**src/rtl/jtpang_objdma_if.sv**
```systemverilog
// CPU-side bus of the Pang object DMA: bus request/acknowledge pair plus the
// VRAM DMA read port (address out, registered data back one clk later).
interface jtpang_objdma_if #(parameter int OBJW = 9);
    logic            busrq_n;
    logic            busak_n;
    logic [OBJW-1:0] dma_addr;
    logic [7:0]      vram_dout;

    modport master (output busrq_n, output dma_addr, input busak_n, input vram_dout);
    modport slave  (input busrq_n, input dma_addr, output busak_n, output vram_dout);
endinterface

```
**src/rtl/jtpang_objdma.sv**
```systemverilog
// Pang object-table DMA: copies the 512-byte object table from VRAM into a private
// object buffer. Define JTPANG_OBJDMA_DBUF_EN for a double-buffered object buffer.
module jtpang_objdma #(
    parameter int OBJW = 9
) (
    input  logic            clk,
    input  logic            rst,
    input  logic            i_cen,
    input  logic            i_dma_trig,
    input  logic            i_vb,
    jtpang_objdma_if.master bus,
    input  logic [OBJW-1:0] i_obj_addr,
    output logic [7:0]      o_obj_dout,
    output logic            o_dma_busy,
    output logic            o_fresh,
    output logic [2:0]      o_dbg_state
);
    localparam int              DEPTH = 1 << OBJW;
    localparam logic [OBJW-1:0] LAST  = '1;

    typedef enum logic [2:0] {
        ST_IDLE = 3'd0,
        ST_REQ  = 3'd1,
        ST_ADDR = 3'd2,
        ST_DATA = 3'd3,
        ST_DONE = 3'd4
    } state_t;

    state_t          r_state, w_state_nx;
    logic            r_pend, r_busrq_n, r_busy, r_fresh;
    logic [OBJW-1:0] r_addr;
    logic            w_wr, w_swap;
    logic [7:0]      r_obj_dout;

    // Handshake: busrq_n is held low from REQ until DONE; the bus is ours only while
    // busak_n is low, and any cen step with busak_n high stalls REQ/ADDR/DATA in place.
    always_comb begin
        w_state_nx = r_state;
        w_wr       = 1'b0;
        case (r_state)
            ST_IDLE: if (r_pend) w_state_nx = ST_REQ;
            ST_REQ:  if (!bus.busak_n) w_state_nx = ST_ADDR;
            ST_ADDR: if (!bus.busak_n) w_state_nx = ST_DATA;
            ST_DATA: begin
                if (!bus.busak_n) begin
                    w_wr       = i_cen;
                    w_state_nx = (r_addr == LAST) ? ST_DONE : ST_ADDR;
                end
            end
            ST_DONE: w_state_nx = ST_IDLE;
            default: w_state_nx = ST_IDLE;
        endcase
    end

    always_ff @(posedge clk or posedge rst) begin
        if (rst) begin
            r_state   <= ST_IDLE;
            r_busrq_n <= 1'b1;
            r_busy    <= 1'b0;
            r_addr    <= '0;
            r_fresh   <= 1'b0;
        end else if (i_cen) begin
            r_state <= w_state_nx;
            case (r_state)
                ST_IDLE: if (r_pend) r_busy <= 1'b1;
                ST_REQ:  r_busrq_n <= 1'b0;
                ST_DATA: if (w_wr && r_addr != LAST) r_addr <= r_addr + 1'b1;
                ST_DONE: begin
                    r_busrq_n <= 1'b1;
                    r_busy    <= 1'b0;
                    r_addr    <= '0;
                    r_fresh   <= 1'b1;
                end
                default: ;
            endcase
            if (w_swap) r_fresh <= 1'b0;
        end
    end

    // A trigger on the same clk as leaving IDLE (or during DONE) stays latched.
    always_ff @(posedge clk or posedge rst) begin
        if (rst) begin
            r_pend <= 1'b0;
        end else if (i_dma_trig) begin
            r_pend <= 1'b1;
        end else if (i_cen && r_state == ST_IDLE) begin
            r_pend <= 1'b0;
        end
    end

`ifdef JTPANG_OBJDMA_DBUF_EN
    logic             r_vb_l, r_front;
    logic [7:0]       r_mem [0:2*DEPTH-1];
    logic [OBJW:0]    w_waddr, w_raddr;

    // Never swap while a transfer owns the back bank; fresh keeps the swap pending.
    assign w_swap  = i_cen & i_vb & ~r_vb_l & r_fresh & ~r_busy;
    assign w_waddr = {~r_front, r_addr};
    assign w_raddr = {r_front, i_obj_addr};

    always_ff @(posedge clk or posedge rst) begin
        if (rst) begin
            r_vb_l  <= 1'b0;
            r_front <= 1'b0;
        end else if (i_cen) begin
            r_vb_l <= i_vb;
            if (w_swap) r_front <= ~r_front;
        end
    end
`else
    logic             w_unused_vb;
    logic [7:0]       r_mem [0:DEPTH-1];
    logic [OBJW-1:0]  w_waddr, w_raddr;

    assign w_unused_vb = i_vb;
    assign w_swap      = 1'b0;
    assign w_waddr     = r_addr;
    assign w_raddr     = i_obj_addr;
`endif

    always_ff @(posedge clk) begin
        if (w_wr) r_mem[w_waddr] <= bus.vram_dout;
        r_obj_dout <= r_mem[w_raddr];
    end

    assign bus.busrq_n  = r_busrq_n;
    assign bus.dma_addr = r_addr;
    assign o_obj_dout   = r_obj_dout;
    assign o_dma_busy   = r_busy;
    assign o_fresh      = r_fresh;
    assign o_dbg_state  = r_state;
endmodule

```
**src/flat_wrapper.sv**
```systemverilog
// flat-port wrapper written by rule: the top's interface ports become plain ports
module jtpang_objdma_flat 
#(
    parameter int OBJW = 9
)
  (clk, rst, i_cen, i_dma_trig, i_vb, i_obj_addr, o_obj_dout, o_dma_busy, o_fresh, o_dbg_state, bus_busrq_n, bus_dma_addr, bus_busak_n, bus_vram_dout);
  jtpang_objdma_if #(.OBJW(OBJW)) bus_i ();
  input  logic clk;
  input  logic rst;
  input  logic i_cen;
  input  logic i_dma_trig;
  input  logic i_vb;
  input  logic [OBJW-1:0] i_obj_addr;
  output logic [7:0] o_obj_dout;
  output logic o_dma_busy;
  output logic o_fresh;
  output logic [2:0] o_dbg_state;
  output wire logic [$bits(bus_i.busrq_n)-1:0] bus_busrq_n;
  output wire logic [$bits(bus_i.dma_addr)-1:0] bus_dma_addr;
  input wire logic [$bits(bus_i.busak_n)-1:0] bus_busak_n;
  input wire logic [$bits(bus_i.vram_dout)-1:0] bus_vram_dout;
  assign bus_busrq_n = bus_i.busrq_n;
  assign bus_dma_addr = bus_i.dma_addr;
  assign bus_i.busak_n = bus_busak_n;
  assign bus_i.vram_dout = bus_vram_dout;
  jtpang_objdma #(.OBJW(OBJW)) u_core (.clk(clk), .rst(rst), .i_cen(i_cen), .i_dma_trig(i_dma_trig), .i_vb(i_vb), .bus(bus_i), .i_obj_addr(i_obj_addr), .o_obj_dout(o_obj_dout), .o_dma_busy(o_dma_busy), .o_fresh(o_fresh), .o_dbg_state(o_dbg_state));
endmodule
```
**config.mk**
```make
export PLATFORM = sky130hd
export DESIGN_NAME = jtpang_objdma_flat
export DESIGN_NICKNAME = d
export VERILOG_FILES = /design/src/rtl/jtpang_objdma_if.sv /design/src/rtl/jtpang_objdma.sv /design/src/flat_wrapper.sv
export SDC_FILE = /design/constraint.sdc
export NUM_CORES = 2
export LEC_CHECK = 0
export CORE_ASPECT_RATIO = 0.5
export CORE_MARGIN = 2
export CORE_UTILIZATION = 59
export CTS_BUF_LIST = sky130_fd_sc_hd__clkbuf_2 sky130_fd_sc_hd__clkbuf_4 sky130_fd_sc_hd__clkbuf_8
export DETAILED_ROUTE_END_ITERATION = 10
export PLACE_DENSITY_LB_ADDON = 0.2
export SYNTH_ARGS = -nofsm -noshare
export SYNTH_HDL_FRONTEND = slang
export SYNTH_SLANG_ARGS = --single-unit
```
**constraint.sdc**
```tcl
create_clock -name clk -period 2.4 [get_ports clk]
set_input_delay 0.48 -clock clk [delete_from_list [all_inputs] [get_ports clk]]
set_output_delay 0.48 -clock clk [all_outputs]
set_load 0.01 [all_outputs]
```
# ---- After elaboration in Yosys (flattened, before gate mapping)
# Memories as Yosys holds them, arrays and structs flattened. A register that Yosys moved wholly into a read port is not among the register bits.
# Index checks and enable logic that the tools add are counted.
# Widths: inputs -> output; s select.
dict set report classes {
  addsub 1
  eq_ne 11
  muxes 17
  reduce_logical 12
}
# operator n
set op_table {}
lappend op_table {{$pmux 9 s2} 1}
lappend op_table {{$mux 3} 5}
lappend op_table {{$pmux 3 s4} 1}
lappend op_table {{$add 9x1->9 const B} 1}
lappend op_table {{$eq 9x9->1 const B} 1}
lappend op_table {{$mux 9} 1}
lappend op_table {{$ne 9x9->1 const B} 1}
lappend op_table {{$reduce_bool 2->1} 4}
lappend op_table {{$mux 1} 7}
lappend op_table {{$eq 3x2->1 const B} 2}
lappend op_table {{$ne 2x2->1 const B} 3}
lappend op_table {{$reduce_and 3->1} 2}
lappend op_table {{$reduce_and 5->1} 1}
lappend op_table {{$ne 2x1->1 const B} 2}
lappend op_table {{$pmux 1 s2} 2}
lappend op_table {{$reduce_and 2->1} 2}
lappend op_table {{$eq 3x1->1 const B} 1}
lappend op_table {{$eq 3x3->1 const B} 1}
lappend op_table {{$logic_not 3->1} 1}
lappend op_table {{$logic_and 1x1->1} 2}
dict set report totals {
  register_bits 16
  ram_bits 4096
  wordCells 48
  mem_count 1
}
# name depth width read_ports rd_clocked_by_memory_dff write_ports line_no
set memory_table {}
lappend memory_table {u_core.r_mem 512 8 1 1 1 jtpang_objdma.sv:112} ;# logic [7:0] r_mem [0:DEPTH-1];

# ---- Logic depth before layout (Yosys ltp)
dict set report logic_depth {
  ltp_word 5
  ltp_mapped 13
  depth_no_buf 9
}

# ---- Worst setup path before layout
# No wires, ideal clock.
dict set report synth_timing {
  path_type {register -> register}
  from {register u_core.r_state[0], in the netlist u_core.o_dbg_state[0]}
  to {memory u_core.r_mem[128][0], enable pin}
  setup_time_ps 370
  arrival_ps 2319
  t_required_ps 2030
  slack_ps -289
  path_stages_with_launch 8
  n_path_buf 3
  period_less_slack_ps 2689
  path_cell_list {dfrtp_1 -> clkbuf_1 -> inv_1 -> nor4_2 -> clkbuf_1 -> nand3_1 -> clkbuf_1 -> nor2_1}
}
dict set report synth_between {
  elab_chain_cells 4
}
# element line_no
set synth_lines {}
lappend synth_lines {{from (decl)} jtpang_objdma.sv:29} ;# state_t r_state, w_state_nx;
lappend synth_lines {{from (signal assigned)} jtpang_objdma.sv:63} ;# r_state <= w_state_nx;
lappend synth_lines {{$eq 3x2->1} jtpang_objdma.sv:40} ;# case (r_state)
lappend synth_lines {{$mux 1} jtpang_objdma.sv:40}
lappend synth_lines {{$mux 1} jtpang_objdma.sv:122} ;# if (w_wr) r_mem[w_waddr] <= bus.vram_dout;
lappend synth_lines {{$mux 1 (not written as such)} jtpang_objdma.sv:122}
lappend synth_lines {{to (decl)} jtpang_objdma.sv:112}
# Every way passes these cells.

==> results.yml <==
critical_path:
  reg2reg_setup_slack_ns: -0.25
  cp-start-kind: "input pin"
  cp-end-kind: "flip-flop"
  critPathArrivalTime_ns: 3.67
  rr_worst_depth: 7
  crit_fanout: 10
  critPathKind: "input pin to flip-flop"
  required_ns: 3.40
  r2r_start: "u_core.r_mem[123][6]$_DFFE_PP_"
  reg2reg_to: "u_core.o_obj_dout[6]$_DFF_P_"
synthesis:
  synth_edf_count: 4096
  syn-cell-area_um2: 163000
  ys_seq_elements: 4120
  synth_nets: 8261
  synthArstFlopShare: 0.00388
  ys_seq_area_frac: 0.758
  ys_types: 90
  avgSynthCellArea_um2: 19.8
  syn_inst: 8233
  synthFlopType: "edfxtp_1"
  yosys_warnings: 0
worst_hold_path:
  min_to: "u_core.o_dbg_state[1]$_DFFE_PP0P_"
  hold_path_class: "input pin to flip-flop"
  hp-start: "i_cen"
  hold_depth: 3
sta:
  setup_tns_ns: -0.635
  finalHoldViolations: 0
  drv_slew: 0
  fin_skew_ns: 0.0654
  setup_viol: 6
  rsz0062_at_grt: "yes"
  setup_slack_ns: -0.267
  worstMarginPinSlew_ns: 0.964
  post-route-period-util: 1.11
  max_freq_mhz: 375
  relSlewSlack: 0.355
  period_needed_ns: 2.67
clock_tree:
  clkTransAtPathRegs_ns: 0.07
  cts_made_buffers: 566
  cts_tree: "yes"
  ctsLongestPathBuffers: 4
  root_buffer: "clkbuf_8"
  clk_latency_ns: 1.07
  cts.sinks: 4120
  h-tree-depth: 6
final_layout:
  drive_above_1_share: 0.320
  layout_commonest_cell: "edfxtp_1"
  final_cell_mix: "edfxtp_1 (4,096), buf_4 (1,582), mux2i_1 (777), nor2_1 (623), clkbuf_8 (584)"
  area_growth_syn_to_layout_pct: 18.1
  nets: 10178
  post-route-util: 0.700
global_routing:
  track_usage: 0.321
  overflow: 0
  grt_pass1_vias: 90636
  grt_max_degree: 111
  grt_pass1_wl_mm: 644
  antenna_found_initial: 30
drt:
  first_pass_iters: 6
  vias: 93038
  wl_mm: 456
  drc: 0
  initialDrtViolationCount: 14249
  via_per_inst: 6.54
  antenna_left: 0
  avgRoutedWirePerCell_um: 32.1
floorplan:
  core_um2: 275000
  die_y_um: 376
  rows: 136
  die_w_um: 747
  pin_count: 46
  initial_utilization: 0.593
  die_area_um2: 281000
placed_design:
  hpwl_mm: 304
  gp_congestion: 0.962
  portBuffers: 44
pwr:
  p_switching_uw: 32900
  switching_share: 0.230
  p_int_uw: 110000
  leakage_uw: 0.0658
  power_frac_seq: 0.555
  cellPowerDensity_nw_per_um2: 743
  clockPowerShare: 0.372
  ir_worst_vdd_v: 0.000550
  pwr-share-comb: 0.073
run_status:
  violations: "negative setup slack"
  run_status: "finished, violations left"
run:
  drv_cap: 0
state kept, by name (all words and copies together) (netlist names):
register and flops:
u_core.bus.busrq_n 1, u_core.bus.dma_addr 9, u_core.o_dbg_state 3, u_core.o_dma_busy 1, u_core.o_fresh 1, u_core.o_obj_dout 8, u_core.r_mem 4096, u_core.r_pend 1
worst max-delay path, cell delays in order:
cell	delay (ns)
buf_2	0.32
nor2_1	0.22
buf_4	0.19
nand2_1	0.16
buf_12	0.21
buf_12	0.19
a2111oi_2	0.06
buf_4	0.16
or4_4	0.55
o211ai_1	0.79
and4_1	0.30
power groups by stage:
stage               logic [uW]  clock network, uW  registers [uW]
global route             10800              56600           79300
global placement          9960                  0           80900
floorplan                 4330                  0           80900
detailed placement       10100                  0           80900
CTS                      10200              53600           79300
finish                   10500              53100           79300
routing by layer:
layer / GRT usage / share of wire / vias up
li1: - / - / 38044
met1: 0.462 / 0.38 / 47864
met2: 0.483 / 0.46 / 6172
met3: 0.0833 / 0.12 / 940
met4: 0.115 / 0.038 / 18
met5: 0 / 0.00038 / -
final cells by class:
class | count | area (um^2)
well taps | 3657 | 4580
clock inverters | 210 | 1340
flip-flops and latches | 4120 | 124000
repair buffers | 1880 | 17300
diodes | 9 | 22.5
multi-input cells | 3572 | 36200
fillers | 16769 | 82400
inverters | 10 | 52.6
clock buffers | 764 | 9390
cell usage after synthesis (41+ instances only):
cell	instances	area, um^2
buf_8	59	886
o21ai_0	115	576
mux2i_1	778	7790
nand4_1	41	257
buf_2	108	541
mux4_1	162	4260
a211oi_1	44	330
clkbuf_1	201	754
nor3_1	88	440
o22ai_1	227	1420
edfxtp_1	4096	123000
nand3_1	55	275
a21oi_1	175	876
buf_6	63	709
a31oi_1	49	307
nand2_1	155	582
o221ai_1	250	2190
nor2_1	633	2380
mux4_2	492	11100
worst max path at each step:
stage / cells past startpoint / start / to / slack [ns]
floorplan: 7 / u_core.o_dbg_state[0]$_DFFE_PP0P_ / u_core.r_mem[192][0]$_DFFE_PP_ / -0.12
global placement: 13 / i_obj_addr[6] / u_core.o_obj_dout[4]$_DFF_P_ / -1.62
detailed placement: 13 / i_obj_addr[6] / u_core.o_obj_dout[4]$_DFF_P_ / -1.59
CTS: 8 / u_core.r_mem[511][6]$_DFFE_PP_ / u_core.o_obj_dout[6]$_DFF_P_ / -0.16
global route: 7 / u_core.r_mem[476][6]$_DFFE_PP_ / u_core.o_obj_dout[6]$_DFF_P_ / -0.25
finish: 11 / i_obj_addr[5] / u_core.o_obj_dout[6]$_DFF_P_ / -0.27
cell families (layout without fill, tap and decap cells):
family	count (synthesis)	in the layout	synth area share
compound gates	1010	1010	0.0432
xor+xnor	6	6	0.000322
fa+ha+maj	5	5	0.000384
buf+inv	541	2864	0.0251
flops	4120	4120	0.758
mux	1458	1458	0.144
other cells	0	9	0
simple gates	1093	1093	0.0294
metrics by stage:
stage / area (um^2) / power (uW) / worst slack (ns) / hold WS, ns / std cells
4_1_cts: 192000 / 143000 / -0.164 / 0.128 / 14206
6_report: 192000 / 143000 / -0.267 / 0.214 / 14222
5_1_grt: 192000 / 147000 / -0.250 / 0.189 / 14215
2_1_floorplan: 163000 / 85200 / -0.121 / 0.393 / 8233
3_5_place_dp: 181000 / 91000 / -1.59 / 0.453 / 13215
3_3_place_gp: 181000 / 90800 / -1.62 / 0.451 / 13215
repair_timing:
action | 4_1_cts | 5_1_grt
endpoints found under the setup margin | 31 | 260
hold buffers | 10 | 0
buffers inserted | 7 | 6
gates resized for setup | 138 | 60
pin swaps | 13 | 17
gates cloned | 0 | 1
hold endpoints to repair | 235 | 0
Note: power is estimated with default switching activity, not from simulation.
